--- src/rtl/cpu_clk_pkg.sv ---
// Shared definitions for the CPU clock-control block: FSM state encoding,
// cycle-counter width, default timing parameters and a counter-width helper.
package cpu_clk_pkg;

  localparam int CYC_W          = 16;
  localparam int DEF_DIV_HALF   = 50000;
  localparam int DEF_DEB_CYCLES = 20000;
  localparam int DEF_PULSE_LEN  = 1000;

  typedef enum logic [2:0] {
    RUN_LO    = 3'd0,
    RUN_HI    = 3'd1,
    STEP_IDLE = 3'd2,
    STEP_HI   = 3'd3,
    BREAK     = 3'd4
  } clk_state_t;

  // Width of a counter that runs 0..n-1, never narrower than one bit.
  function automatic int cnt_width(input int n);
    return (n > 1) ? $clog2(n) : 1;
  endfunction

endpackage

--- src/rtl/key_debounce.sv ---
// Push-switch conditioner: 2-FF synchroniser, stable-level debouncer and a
// one-cycle press strobe on each accepted 0->1 transition.
module key_debounce
  import cpu_clk_pkg::*;
#(
  parameter int DEB_CYCLES = DEF_DEB_CYCLES
) (
  input  logic clk,
  input  logic rst,
  input  logic key,
  output logic level,
  output logic press
);

  localparam int DEB_W = cnt_width(DEB_CYCLES);

  logic [1:0]       sync;
  logic [DEB_W-1:0] deb_cnt;

  // NOTE: state updates use <= so every flop samples pre-edge values; = here would chain the synchroniser into one stage.
  always_ff @(posedge clk or negedge rst) begin
    if (!rst) begin
      sync    <= '0;
      deb_cnt <= '0;
      level   <= 1'b0;
      press   <= 1'b0;
    end else begin
      sync  <= {sync[0], key};
      press <= 1'b0;
      if (sync[1] == level) begin
        deb_cnt <= '0;
      end else if (deb_cnt == DEB_W'(DEB_CYCLES - 1)) begin
        deb_cnt <= '0;
        level   <= sync[1];
        press   <= sync[1];
      end else begin
        deb_cnt <= deb_cnt + DEB_W'(1);
      end
    end
  end

endmodule

--- src/rtl/cpu_clk_ctrl.sv ---
// Registered, glitch-free CPU clock generator with run / single-step modes and
// a rising-edge cycle counter. Define CPU_CLK_BREAK_EN to add the PR breakpoint.
module cpu_clk_ctrl
  import cpu_clk_pkg::*;
#(
  parameter int DIV_HALF   = DEF_DIV_HALF,
  parameter int DEB_CYCLES = DEF_DEB_CYCLES,
  parameter int PULSE_LEN  = DEF_PULSE_LEN
) (
  input  logic             clk,
  input  logic             rst,
  input  logic             step_view,
  input  logic             step_key,
  input  logic [7:0]       pr,
  input  logic [7:0]       brk_adrs,
  input  logic             brk_en,
  output logic             cpu_clk,
  output logic             halted,
  output logic [CYC_W-1:0] cycle_cnt
);

  localparam int DIV_W   = cnt_width(DIV_HALF);
  localparam int PULSE_W = cnt_width(PULSE_LEN);

  clk_state_t         state, state_nx;
  logic [DIV_W-1:0]   div_cnt;
  logic [PULSE_W-1:0] pulse_cnt;
  logic               press, key_level_unused;
  logic               div_done, pulse_done, hi_nx;

  key_debounce #(.DEB_CYCLES(DEB_CYCLES)) u_key (
    .clk   (clk),
    .rst   (rst),
    .key   (step_key),
    .level (key_level_unused),
    .press (press)
  );

  assign div_done   = (div_cnt == DIV_W'(DIV_HALF - 1));
  assign pulse_done = (pulse_cnt == PULSE_W'(PULSE_LEN - 1));
  assign hi_nx      = (state_nx == RUN_HI) || (state_nx == STEP_HI);

`ifdef CPU_CLK_BREAK_EN
  logic skip_brk, brk_hit;
  assign brk_hit = brk_en && (pr == brk_adrs) && !skip_brk;
`else
  logic unused_brk;
  assign unused_brk = ^{pr, brk_adrs, brk_en};
  assign halted     = 1'b0;
`endif

  // Mode changes are honoured only from low states, so high phases always run to completion.
  always_comb begin
    // NOTE: default first so every path assigns state_nx and no latch is inferred.
    state_nx = state;
    case (state)
      RUN_LO: if (div_done) begin
        if (step_view)    state_nx = STEP_IDLE;
`ifdef CPU_CLK_BREAK_EN
        else if (brk_hit) state_nx = BREAK;
`endif
        else              state_nx = RUN_HI;
      end
      RUN_HI:  if (div_done) state_nx = RUN_LO;
      STEP_IDLE: begin
        if (!step_view)  state_nx = RUN_LO;
        else if (press)  state_nx = STEP_HI;
      end
      STEP_HI: if (pulse_done) state_nx = STEP_IDLE;
`ifdef CPU_CLK_BREAK_EN
      BREAK: begin
        if (press)          state_nx = RUN_HI;
        else if (step_view) state_nx = STEP_IDLE;
      end
`endif
      default: state_nx = RUN_LO;
    endcase
  end

  always_ff @(posedge clk or negedge rst) begin
    if (!rst) begin
      state     <= RUN_LO;
      div_cnt   <= '0;
      pulse_cnt <= '0;
      cpu_clk   <= 1'b0;
      cycle_cnt <= '0;
    end else begin
      state   <= state_nx;
      cpu_clk <= hi_nx;
      if (state_nx != state) begin
        div_cnt   <= '0;
        pulse_cnt <= '0;
      end else begin
        if (state == RUN_LO || state == RUN_HI) div_cnt <= div_cnt + DIV_W'(1);
        if (state == STEP_HI) pulse_cnt <= pulse_cnt + PULSE_W'(1);
      end
      if (hi_nx && state_nx != state) cycle_cnt <= cycle_cnt + CYC_W'(1);
    end
  end

`ifdef CPU_CLK_BREAK_EN
  // The resume edge arms a one-shot bypass so the next run-low expiry ignores the breakpoint.
  always_ff @(posedge clk or negedge rst) begin
    if (!rst) begin
      skip_brk <= 1'b0;
      halted   <= 1'b0;
    end else begin
      halted <= (state_nx == BREAK);
      if (state == BREAK && state_nx == RUN_HI) skip_brk <= 1'b1;
      else if (state == RUN_LO && div_done)     skip_brk <= 1'b0;
    end
  end
`endif

endmodule

--- config.mk ---
export PLATFORM = sky130hd
export DESIGN_NAME = cpu_clk_ctrl
export DESIGN_NICKNAME = d
export VERILOG_FILES = /design/src/rtl/cpu_clk_pkg.sv /design/src/rtl/key_debounce.sv /design/src/rtl/cpu_clk_ctrl.sv
export SDC_FILE = /design/constraint.sdc
export NUM_CORES = 1
export LEC_CHECK = 0
export BUFFER_PORTS_ARGS = -buffer_cell sky130_fd_sc_hd__buf_2
export CORE_MARGIN = 3
export CORE_UTILIZATION = 50
export DETAILED_ROUTE_END_ITERATION = 8
export GPL_ROUTABILITY_DRIVEN = 0
export GPL_TIMING_DRIVEN = 0
export PLACE_DENSITY = 0.7
export SLEW_MARGIN = 20
export SYNTH_ARGS = -nofsm -noshare
export SYNTH_HDL_FRONTEND = slang
export SYNTH_SLANG_ARGS = --single-unit
--- constraint.sdc ---
create_clock -name clk -period 2.52 [get_ports clk]
set_clock_uncertainty 0.2 [all_clocks]
set_input_delay 0.504 -clock clk [delete_from_list [all_inputs] [get_ports clk]]
set_output_delay 0.504 -clock clk [all_outputs]
set_load 0.02 [all_outputs]
==> metrics.txt, run 1 <==
Final Worst Setup Slack=approximately 0.34 ns; final slew viol count=0; global-route wire length before repair=about 9.7 mm; layout cells sized above 1=0.163; vias in the first global route=around 2.1k; sw frac=0.212; # port buffers=20; CP endpoint kind=flop; PwrDens=roughly 560 nW/um^2; Post-DRT Antenna Nets=0; DRC=0; reg2reg setup slack=roughly 0.34 ns; Post-CTS Resized=0; final setup TNS=0 ns; ys flop type=dfrtp_1; Worst-path clk slew=~0.070 ns; Initial DRT Pass Iterations=4; area leader, netlist=dfrtp_1; WL/cell=about 13 um; die area=around 7000 um^2; Initial Util=0.522; clock sinks=65; NumNets Final=around 350; Leak Pwr=approximately 1.6 nW; critical path launch point type=flop; antenna diode count=0; Top delay family on crit path=simple AND/OR/NAND/NOR gates; FF-to-FF path depth=4; Die Span Y=84.9 um; worst-path cell chain=nor4bb_1 > nand4_1 > o22ai_2 > mux2_2; Design Power=roughly 0.0020 W; Max Root-Sink Buffers=2; io pins=39; # setup viols final=0; CTS tree=done; via count=2,116; # fillers=around 530; synth unique cells=44; fin area=around 3500 um^2; worst min path class=in -> reg; logic gate share of total power=0.035; Congestion Overflow GR=0; H-tree depth=3; post-synthesis sequential area ratio=0.523; Final Hold Fails=0; fmax=459 MHz; post-CTS setup buffers=0; clock root cell=clkbuf_8; area grow syn2layout=13.6%; largest cells by area after synthesis=dfrtp_1 (52%), xnor2_1 (7.9%), xor2_1 (6.8%); most frequent cells after synthesis=dfrtp_1 (65), nor2_1 (50), xnor2_1 (28), xor2_1 (24), nand2_1 (17); core region area=5960 um^2; CP peak stage delay=~0.44 ns; register bit total from synthesis=65; worst skew pair latency=between 0.3 and 0.4 ns; Std-Cell Rows=28; minimum clock period=2.18 ns; Starting DRT DRC Count=87; initial antenna violation count=0; RSZ-0062 raised after global routing=false; die width=approximately 85 um; multi-input logic area=roughly 1400 um^2; number of synthesized flops with an enable pin=0; Synth Cell Area=~3100 um^2; Slew Limit Headroom=0.615; CP max stage cell=dfrtp_1; Overall Global Routing Usage=0.167; Net Sw Power=0.000416 W; top-count cell post-synth=dfrtp_1; depth of the worst hold-timing path=1; Int Pwr=around 0.0015 W; ys async rst share=1.00; part of the power in registers=0.541; final period utilization=0.865; worst vdd ir=0.459 mV; total number of yosys warnings=0; crit-path max FO=8; DP Worst Slack=just over 0.3 ns; Max Cap Viol=0; FF-to-FF End=cycle_cnt[1]; Detailed Route WL=between 5 and 6 mm; flip-flop and latch area=1630 um^2; Placed Area=between 3000 and 4000 um^2; Worst Tran Pin Value=roughly 0.57 ns; largest net degree at the start of global routing=54; Worst R2R Start=div_cnt[12]; CP arrival=~2.2 ns; status=completed; WHS Endpoint=u_key.sync[0]; Worst Hold Launch=step_key; Vias/cell=5.28; Clk network pwr share=0.424; syn avg cell area=between 10 and 15 um^2; TritonCTS Buffers=9; Cells after Synth=roughly 290; Worst EP required=2.53 ns; Crit Path Category=reg -> reg; top cell type's share of synthesized area=0.523; WP buf/inv=0; post-DP HPWL=between 3 and 4 mm
-- area by class of cell --
cell class,instances,share of cell area
buffer,7,0.0145
clock buffer,11,0.0400
clock inverter,3,0.0120
inverter,3,0.00319
multi-input combinational,215,0.403
sequential,65,0.461
tap,75,0.0266
timing repair buffer,22,0.0397
-- kinds of logic (layout without fill, tap and decap cells) --
family	count (synthesis)	after routing	synth area share
AOI/OAI and AO/OA	17	17	0.0446
xor gates and xnor gates	52	52	0.146
adders and majority gates	4	4	0.0161
buffers and inverters	10	46	0.0201
DFF	65	65	0.523
muxes	4	4	0.0137
other	1	2	0.00121
and+or+nand+nor	136	136	0.235
-- power by group through the flow --
stage / sequential [W] / clock, W / combinational, W
floorplan: 0.00108 / 0 / 0.0000335
CTS: 0.00106 / 0.000864 / 0.0000716
global placement: 0.00108 / 0 / 0.0000631
global route: 0.00106 / 0.000900 / 0.0000801
finish: 0.00106 / 0.000834 / 0.0000684
detailed placement: 0.00108 / 0 / 0.0000703
-- worst register-to-register path, delay by kind of cell, from the launching register on --
| family | cells | cell delay, ns |
|---|---|---|
| flip-flops | 1 | 0.44 |
| AO/OA/AOI/OAI | 1 | 0.40 |
| AND/OR/NAND/NOR | 2 | 0.64 |
| multiplexers | 1 | 0.39 |
-- state kept, by name (all words and copies together), names as in the netlist --
| name | count |
|---|---|
| u_key.deb_cnt | 15 |
| u_key.press | 1 |
| state | 3 |
| u_key.level | 1 |
| cpu_clk | 1 |
| u_key.sync | 2 |
| cycle_cnt | 16 |
| div_cnt | 16 |
| pulse_cnt | 10 |
-- worst max path at each step --
stage                             from             to  slack (ns)  depth (start not counted)
after floorplan           pulse_cnt[0]    div_cnt[14]        0.68                          7
after global placement     div_cnt[12]     div_cnt[1]        0.38                          6
after detailed placement   div_cnt[12]   pulse_cnt[5]        0.31                          6
after CTS                  div_cnt[12]   pulse_cnt[5]        0.29                          6
after global routing       div_cnt[12]  cycle_cnt[11]        0.22                          5
final                      div_cnt[12]   cycle_cnt[1]        0.34                          4
-- per-stage QoR --
stage,std cells,hold WS [ns],utilization
3_3_place_gp,385,0.135,0.555
5_1_grt,401,0.0673,0.593
2_1_floorplan,290,0.00841,-
3_5_place_dp,386,0.148,0.561
4_1_cts,401,0.0679,0.593
6_report,401,0.0806,0.593
-- cells in the final DEF (no fill, tap or decap), drive strengths merged, types with 3 or more instances in the layout --
cell type and instances:
dfrtp 65, nor2 52, xnor2 28, buf 27
xor2 24, nand2 17, nand3 12, nand4 12
clkbuf 12, and3 10, nor3 7, and2 6
o2111ai 6, and4 4, ha 4, inv 3
a21oi 3
-- per-layer routing --
layer	GRT usage	vias up	part of all wire
li1	-	1057	-
met1	0.225	1015	0.48
met2	0.267	38	0.47
met3	0.0320	6	0.037
met4	0.0691	0	0.010
met5	0	-	0
-- what timing repair did --
action / CTS / global route
endpoints found under the hold margin: 12 / 0
setup endpoints to repair: 0 / 0
hold buffers: 1 / 0
No activity file was read; power rests on OpenSTA's default activity.
==> inputs of run 2 (changes only) <==
- CORE_ASPECT_RATIO: default -> 1.2
==> run 2 against run 1 <==
Net effect:
- count of clock-buffer cells in the layout stayed put
- largest cell class unchanged
- sequential share of layout area is 0.15 points lower
- critical path depth is 2 higher
- global-route usage is 0.18 points higher
- hold slack worse by 0.013 ns
- power is 1.9% higher
- sequential power hardly changed
- core utilization is 1.2 points higher
- clock power is 4.7% higher
- critical endpoint is now div_cnt[8]
==> metrics.txt, run 2 (synthesis results as in run 1) <==
Worst R2R Start=div_cnt[12]; Die Span Y=92.4 um (+8.9%); Post-CTS Resized=0 (unchanged); die area=7210 um^2 (about the same); Max Root-Sink Buffers=2 (unchanged); NumNets Final=348 (unchanged); CP max stage cell=dfrtp_1; worst vdd ir=0.395 mV (-14%); Worst-path clk slew=0.07 ns (about the same); commonest non-fill, non-tap cell in the layout=dfrtp_1; # setup viols final=0 (unchanged); die width=78 um (-8.1%); Initial DRT Pass Iterations=4 (unchanged); minimum clock period=2.19 ns (+0.00562 ns); DRC=0 (unchanged); # port buffers=20 (unchanged); Post-DRT Antenna Nets=0 (unchanged); cell depth of the worst setup path=6 (+2); FF-to-FF End=div_cnt[8]; Detailed Route WL=5.41 mm (+0.61%); CP peak stage delay=0.43 ns (about the same); antenna diode count=0 (unchanged); RSZ-0062 raised after global routing=false; H-tree depth=3 (unchanged); DP Worst Slack=0.307 ns (-0.00252 ns); Std-Cell Rows=30 (+7.1%); initial antenna violation count=0 (unchanged); core region area=5860 um^2 (-1.7%); Starting DRT DRC Count=63 (-28%); worst min path class=in -> reg; Crit Path Category=reg -> reg; top flop regs=cycle_cnt: 16 flops, div_cnt: 16 flops, u_key.deb_cnt: 15 flops; Vias/cell=5.23 (-0.83%); area grow syn2layout=13.9%; Slew Limit Headroom=0.611 (-0.00406); depth of the worst hold-timing path=1 (unchanged); WP buf/inv=1 (+1); Worst EP required=2.54 ns (about the same); io pins=39 (unchanged); Max Cap Viol=0 (unchanged); clock root cell=clkbuf_8; Leak Pwr=1.63 nW (about the same); global-route wire length before repair=9.60 mm (-0.51%); post-DP HPWL=3.81 mm (+2.7%); TritonCTS Buffers=9 (unchanged); Final Worst Setup Slack=0.334 ns (-0.00562 ns); largest net degree at the start of global routing=40 (-26%); reg2reg setup slack=0.33 ns (about the same); crit-path max FO=10 (+2); status=completed; Initial Util=0.531 (+0.00893); vias in the first global route=2,154 (+1.5%); final period utilization=0.867 (+0.00223); worst hold margin=0.0673 ns (-0.0133 ns); Overall Global Routing Usage=0.169 (+0.00180); CP endpoint kind=flop; Worst Hold Launch=step_key; via count=2,135 (+0.90%); critical path launch point type=flop; Final Hold Fails=0 (unchanged); final slew viol count=0 (unchanged); worst-path cell chain=nor4bb_1 > nand4_1 > and2_1 > nor2_4 > buf_4 > nor2_1; CP arrival=2.21 ns (+0.02 ns); Top delay family on crit path=simple AND/OR/NAND/NOR gates; Congestion Overflow GR=0 (unchanged); CTS tree=done; FF-to-FF path depth=6 (+2); clock sinks=65 (unchanged); WL/cell=13.3 um (-1.1%); worst skew pair latency=0.34 ns (about the same); most frequent cells in the layout=dfrtp_1 (65), nor2_1 (50), xnor2_1 (28); final setup TNS=0 ns (unchanged); PwrDens=565 nW/um^2 (+1.6%); fmax=457 MHz (-0.26%); Worst Tran Pin Value=0.580 ns (+0.00604 ns); layout cells sized above 1=0.168 (+0.00511); WHS Endpoint=u_key.sync[0]
[run 2: changes by cell type in the layout (fill, tap and decap cells not counted)]
cell and change:
buf_12 +1, buf_16 -1, clkinv_2 +1, clkinvlp_4 +1
[run 2: through the flow]
stage | utilization | cells | power (W) | instance area [um^2]
after floorplan | - | 290 | 0.00111 | 3110
final | 0.605 | 408 | 0.00200 | 3540
after global routing | 0.605 | 408 | 0.00208 | 3540
after CTS | 0.605 | 408 | 0.00203 | 3540
after global placement | 0.566 | 390 | 0.00115 | 3310
after detailed placement | 0.570 | 391 | 0.00115 | 3340
[run 2: timing repair]
item	4_1_cts	5_1_grt
setup endpoints to repair	0	0
endpoints found under the hold margin	26	0
setup buffers	0	0
hold buffers	1	0
[run 2: worst max path at each step]
stage                      start           end  slack (ns)
floorplan           pulse_cnt[0]   div_cnt[14]        0.68
global placement     div_cnt[12]    div_cnt[9]        0.31
detailed placement   div_cnt[12]    div_cnt[8]        0.31
CTS                  div_cnt[12]  pulse_cnt[7]        0.28
global route         div_cnt[12]    div_cnt[8]        0.11
finish               div_cnt[12]    div_cnt[8]        0.33
[run 2: worst reg2reg max path, cell delays in order, from the launching register on]
cell and delay [ns]:
dfrtp_1 0.43, nor4bb_1 0.35, nand4_1 0.29, and2_1 0.30, nor2_4 0.22, buf_4 0.21
nor2_1 0.07
[run 2: metal layers]
layer | track usage | wire length [um]
met5 | 0 | 0
met4 | 0.0904 | 115
met3 | 0.0350 | 137
met2 | 0.271 | 2650
met1 | 0.213 | 2500
[run 2: cell type report]
type                    count  area [um^2]
plain buffers               7         51.3
clock buffers              11          141
clock inverters             5         55.1
fillers                   516         2310
inverters                   3         11.3
multi-input cells         215         1430
flip-flops and latches     65         1630
well taps                  80          100
repair buffers             22          133
[run 2: power breakdown]
group          internal, W  switching, W  leakage (nW)
clock network     0.000480      0.000393        0.0953
logic            0.0000230     0.0000442         0.636
registers          0.00105    0.00000897         0.896
